[src/rtl/memory_stage.sv]
// ---------------------------------------------------------------------------
// memory_stage
//   Memory-access stage of the 16-bit RISC pipeline, sitting directly after
//   the execution stage. Non-memory instructions pass straight through to a
//   registered write-back bundle with one cycle of latency. Loads and stores
//   are issued to data memory over a req/ack handshake. The stage stalls
//   upstream (ex_ready=0) while an access is outstanding.
//
//   Optional feature (macro MEM_TIMEOUT_EN): a watchdog aborts an access that
//   has waited TIMEOUT_CYCLES cycles without ack. It then raises a one-cycle
//   mem_fault together with a null write-back (wb_regwrite=0, wb_data=0).
//   Without the macro, mem_fault is tied to 0.
//
// Ports
//   clk, rst_n                  clock, asynchronous active-low reset
//   ex_valid / ex_ready         handshake with the execution stage
//   AluOut, MemoryAddress,      instruction payload from the execution stage
//   StoreData, Mr, Mw,
//   RegWrite, WbReg
//   dmem_req/we/addr/wdata      request to data memory, held until ack
//   dmem_rdata, dmem_ack        response from data memory
//   wb_valid/data/reg/regwrite  write-back bundle, wb_valid is a 1-cycle pulse
//   mem_fault                   1-cycle access-timeout pulse
// ---------------------------------------------------------------------------
module memory_stage #(
   parameter int DATA_W         = 16,
   parameter int ADDR_W         = 16,
   parameter int TIMEOUT_CYCLES = 64
) (
   input  logic              clk,
   input  logic              rst_n,
   input  logic              ex_valid,
   output logic              ex_ready,
   input  logic [DATA_W-1:0] AluOut,
   input  logic [ADDR_W-1:0] MemoryAddress,
   input  logic [DATA_W-1:0] StoreData,
   input  logic              Mr,
   input  logic              Mw,
   input  logic              RegWrite,
   input  logic [2:0]        WbReg,
   output logic              dmem_req,
   output logic              dmem_we,
   output logic [ADDR_W-1:0] dmem_addr,
   output logic [DATA_W-1:0] dmem_wdata,
   input  logic [DATA_W-1:0] dmem_rdata,
   input  logic              dmem_ack,
   output logic              wb_valid,
   output logic [DATA_W-1:0] wb_data,
   output logic [2:0]        wb_reg,
   output logic              wb_regwrite,
   output logic              mem_fault
);

   typedef enum logic {S_IDLE, S_WAIT} state_t;

   state_t              state_q, state_d;
   logic                req_q, req_d;
   logic                we_q, we_d;
   logic [ADDR_W-1:0]   addr_q, addr_d;
   logic [DATA_W-1:0]   wdata_q, wdata_d;
   // Payload of the outstanding memory instruction, replayed on completion.
   logic [DATA_W-1:0]   alu_q, alu_d;
   logic [2:0]          reg_q, reg_d;
   logic                rw_q, rw_d;
   // Write-back bundle.
   logic                wbv_q, wbv_d;
   logic [DATA_W-1:0]   wbd_q, wbd_d;
   logic [2:0]          wbr_q, wbr_d;
   logic                wbrw_q, wbrw_d;

`ifdef MEM_TIMEOUT_EN
   localparam int CNT_W = $clog2(TIMEOUT_CYCLES + 1);
   logic [CNT_W-1:0]    cnt_q, cnt_d;
   logic                fault_q, fault_d;
`endif

   always_ff @(posedge clk or negedge rst_n) begin
      if (!rst_n) begin
         state_q <= S_IDLE;
         req_q   <= 1'b0;
         we_q    <= 1'b0;
         addr_q  <= '0;
         wdata_q <= '0;
         alu_q   <= '0;
         reg_q   <= '0;
         rw_q    <= 1'b0;
         wbv_q   <= 1'b0;
         wbd_q   <= '0;
         wbr_q   <= '0;
         wbrw_q  <= 1'b0;
`ifdef MEM_TIMEOUT_EN
         cnt_q   <= '0;
         fault_q <= 1'b0;
`endif
      end else begin
         state_q <= state_d;
         req_q   <= req_d;
         we_q    <= we_d;
         addr_q  <= addr_d;
         wdata_q <= wdata_d;
         alu_q   <= alu_d;
         reg_q   <= reg_d;
         rw_q    <= rw_d;
         wbv_q   <= wbv_d;
         wbd_q   <= wbd_d;
         wbr_q   <= wbr_d;
         wbrw_q  <= wbrw_d;
`ifdef MEM_TIMEOUT_EN
         cnt_q   <= cnt_d;
         fault_q <= fault_d;
`endif
      end
   end

   always_comb begin
      state_d = state_q;
      req_d   = req_q;
      we_d    = we_q;
      addr_d  = addr_q;
      wdata_d = wdata_q;
      alu_d   = alu_q;
      reg_d   = reg_q;
      rw_d    = rw_q;
      wbv_d   = 1'b0;            // pulse: only asserted on a completing cycle
      wbd_d   = wbd_q;
      wbr_d   = wbr_q;
      wbrw_d  = wbrw_q;
`ifdef MEM_TIMEOUT_EN
      cnt_d   = cnt_q;
      fault_d = 1'b0;
`endif
      case (state_q)
         S_IDLE: begin
            if (ex_valid) begin
               if (Mw || Mr) begin
                  // Mw wins when both are set: the access is a store.
                  req_d   = 1'b1;
                  we_d    = Mw;
                  addr_d  = MemoryAddress;
                  wdata_d = StoreData;
                  alu_d   = AluOut;
                  reg_d   = WbReg;
                  rw_d    = RegWrite;
                  state_d = S_WAIT;
`ifdef MEM_TIMEOUT_EN
                  cnt_d   = '0;
`endif
               end else begin
                  wbv_d  = 1'b1;
                  wbd_d  = AluOut;
                  wbr_d  = WbReg;
                  wbrw_d = RegWrite;
               end
            end
         end
         S_WAIT: begin
            if (dmem_ack) begin
               req_d   = 1'b0;
               we_d    = 1'b0;
               wbv_d   = 1'b1;
               wbd_d   = we_q ? alu_q : dmem_rdata;
               wbr_d   = reg_q;
               wbrw_d  = we_q ? 1'b0 : rw_q;
               state_d = S_IDLE;
            end
`ifdef MEM_TIMEOUT_EN
            // Ack is checked first, so it wins over a simultaneous timeout.
            else if (cnt_q == CNT_W'(TIMEOUT_CYCLES - 1)) begin
               req_d   = 1'b0;
               we_d    = 1'b0;
               wbv_d   = 1'b1;
               wbd_d   = '0;
               wbr_d   = reg_q;
               wbrw_d  = 1'b0;
               fault_d = 1'b1;
               state_d = S_IDLE;
            end else begin
               cnt_d = cnt_q + 1'b1;
            end
`endif
         end
         default: state_d = S_IDLE;
      endcase
   end

   assign ex_ready    = (state_q == S_IDLE);
   assign dmem_req    = req_q;
   assign dmem_we     = we_q;
   assign dmem_addr   = addr_q;
   assign dmem_wdata  = wdata_q;
   assign wb_valid    = wbv_q;
   assign wb_data     = wbd_q;
   assign wb_reg      = wbr_q;
   assign wb_regwrite = wbrw_q;
`ifdef MEM_TIMEOUT_EN
   assign mem_fault   = fault_q;
`else
   assign mem_fault   = 1'b0;
`endif

endmodule
[config.mk]
export PLATFORM = sky130hd
export DESIGN_NAME = memory_stage
export DESIGN_NICKNAME = d
export VERILOG_FILES = /design/src/rtl/memory_stage.sv
export SDC_FILE = /design/constraint.sdc
export NUM_CORES = 1
export LEC_CHECK = 0
export CORE_MARGIN = 2
export CORE_UTILIZATION = 39
export DETAILED_ROUTE_END_ITERATION = 6
export HOLD_SLACK_MARGIN = 0.05
export MAX_ROUTING_LAYER = met4
export PLACE_DENSITY = 0.77
export SYNTH_ARGS = -nofsm -noshare
export SYNTH_HDL_FRONTEND = slang
export SYNTH_SLANG_ARGS = --single-unit
export TNS_END_PERCENT = 10
[constraint.sdc]
create_clock -name clk -period 1.4 [get_ports clk]
set_input_delay 0.21 -clock clk [delete_from_list [all_inputs] [get_ports clk]]
set_output_delay 0.21 -clock clk [all_outputs]
set_load 0.005 [all_outputs]
==> impl_metrics.csv <==
group,metric,value,unit
pwr,ir_drop,0.689,mV
flow_run,maxCapViolations,0,
clock_network,cts_buffers,9,
timing,skew,0.0106,ns
floorplanning,die_w,94.0,um
final_layout,synthToLayoutAreaGrowth,64.8,%
clock_network,clk_latency,0.34,ns
synthesis,syn_nets,285,
detailed_routing,antenna_left,0,
detailed_routing,drt_first_iter_violations,73,
outcome,failed_checks,"negative setup slack",
timing,rsz0062_at_grt,"true",
synthesis,yosysTopAreaCellShare,60.2,%
global_routing,antenna_found_initial,0,
clock_network,root_buffer,"clkbuf_8",
synthesis,ys.flop_type,"dfrtp_1",
timing,final-max-slew-violation-count,0,
synthesis,async_flop_share,100,%
final_layout,n_antenna_cell,0,
pwr,total_power,7.10,mW
timing,fin_crit,1.51,ns
placement,pre_cts_slack,-0.807,ns
timing,fin_hold_ws,0.353,ns
placement,dp.cells,448,
placement,hpwl,5.62,mm
detailed_routing,via_per_inst,5.08,
timing,finalHoldViolCount,0,
synthesis,synth_enable_flop_cells,0,
placement,routabilityCongestion,0.745,
timing,fin_crit_sh,108,%
synthesis,netlist_top_cells_area,"dfrtp_1, mux2_2, a221o_1, mux2i_1, nor2_1",
clock_network,cts_max_level,3,
global_routing,track_usage,19.6,%
setup_path,r2r_cells,4,
synthesis,synthCells,211,
setup_path,path_class,"reg2reg",
final_layout,nets,444,
clock_network,clk_pin_slew,0.08,ns
synthesis,synth_top_cells_by_count,"dfrtp_1, mux2_2, a221o_1, mux2i_1, nor2_1",
outcome,status,"finished with violations",
min_path,hp-class,"in2async",
floorplanning,die-area,8840,sq um
synthesis,ys_ff_latch,76,
detailed_routing,drt_first_pass_iters,4,
floorplanning,core.rowCount,32,
floorplanning,die_y,94.0,um
clock_network,cts_sinks,76,
detailed_routing,wire_per_inst,18.6,um
setup_path,crit_arrival,1.73,ns
clock_network,clockBufferDepth,2,
synthesis,syn_avg_cell_area,15.0,sq um
setup_path,crit_path_end_kind,"register",
global_routing,grt_pass1_wl,13.0,mm
detailed_routing,routed_wl,8.87,mm
clock_network,tritoncts,"built",
setup_path,startpoint_type,"register",
timing,setup_viol,68,
synthesis,syn_area,3160,sq um
detailed_routing,vias,2417,
synthesis,yosys.cell_count.top_type,"dfrtp_1",
synthesis,ys_seq_area_share,60.2,%
pwr,p_per_area,1360,nW/um^2
detailed_routing,drc,0,
timing,fmax,0.663,GHz
pwr,leakage,2.42,nW
timing,timing.final.ws_setup,-0.108,ns
floorplanning,num_io_pins,131,
synthesis,yosysWarnings,0,
global_routing,grt_overflow,0,
synthesis,yosys.area.top_type,"dfrtp_1",
final_layout,fin_cells,476,
floorplanning,start_util,40.5,%
global_routing,grt_pass1_vias,2620,
placement,port_buffers,129,
final_layout,final_layout_size_suffix_gt1_share,29.9,%
global_routing,grt_max_degree,31,
synthesis,yosysUniqueCellTypes,22,
setup_path,crit_path_max_fanout,6,
floorplanning,core_area,7810,sq um
setup_path,crit_required,1.62,ns
final_layout,utilization,66.7,%
[timing repair]
action	4_1_cts	5_1_grt
setup endpoints to repair	128	74
buffers inserted	4	1
resized for setup	79	41
cloned	3	4
hold endpoints to repair	27	0
pin swaps	5	5
hold buffers	1	0
[power by group]
part / switching [mW] / internal [mW]
Sequential: 0.320 / 2.77
Clock: 0.788 / 0.861
Combinational: 0.813 / 1.55
[per-stage QoR]
stage	instance area, sq um	setup TNS, ns
6_report	5210	-3.50
5_1_grt	5210	-6.27
4_1_cts	4950	-6.21
3_5_place_dp	4660	-37.37
3_3_place_gp	4660	-35.69
2_1_floorplan	3190	-5.93
[cell families (layout without fill, tap and decap cells)]
family                 after synthesis  after routing  synth area share [%]
other                                1              1                 0.119
muxes                               75             75                  26.5
AOI/OAI and AO/OA                   22             25                  6.57
buffers and inverters               16            176                  3.41
and+or+nand+nor                     21             21                  3.25
DFF                                 76             76                  60.2
[metal layers]
layer | vias to the layer above | track usage (%) | wire length [um]
met2 | 92 | 31.8 | 4330
met4 | 0 | 5.92 | 80
met5 | - | - | 0
li1 | 1081 | - | -
met3 | 8 | 3.85 | 449
met1 | 1236 | 25.1 | 4010
[cell type report]
class	count	area, sq um
sequential	76	1900
timing repair buffer	159	1590
inverter	2	10.0
clock buffer	11	141
clock inverter	4	50.0
multi-input combinational	122	1380
tap	102	128
fill	618	2600
[cells in the final DEF (no fill, tap or decap), types with 2 or more instances in the layout]
master	synthesis	layout
buf_12	0	4
o211a_4	0	2
a221o_1	16	16
dfrtp_1	76	75
mux2i_1	16	16
mux2_4	3	48
dlygate4sd2_1	0	54
buf_6	3	5
a21oi_4	0	3
clkbuf_16	0	3
nand2_1	2	2
clkinvlp_4	0	2
mux2_2	56	11
clkbuf_8	0	10
buf_4	5	18
nor2_1	16	16
clkdlybuf4s50_1	0	72
[worst paths after layout]
kind	slack [ns]	from	to
max in group asynchronous	0.54	rst_n	wb_data[6]
max reg2reg	-0.11	state_q	wb_regwrite
min reg2reg	0.51	dmem_req	dmem_req
min	0.35	rst_n	alu_q[2]
min in group clk	0.48	StoreData[7]	dmem_wdata[7]
max	-0.11	state_q	wb_regwrite
[worst max-delay path, cell delays in order, from the launching register on]
cell     delay [ns]
dfrtp_2        0.43
buf_6          0.13
buf_4          0.16
a21oi_4        0.30
mux2_2         0.37
Note: power is estimated with default switching activity, not from simulation.
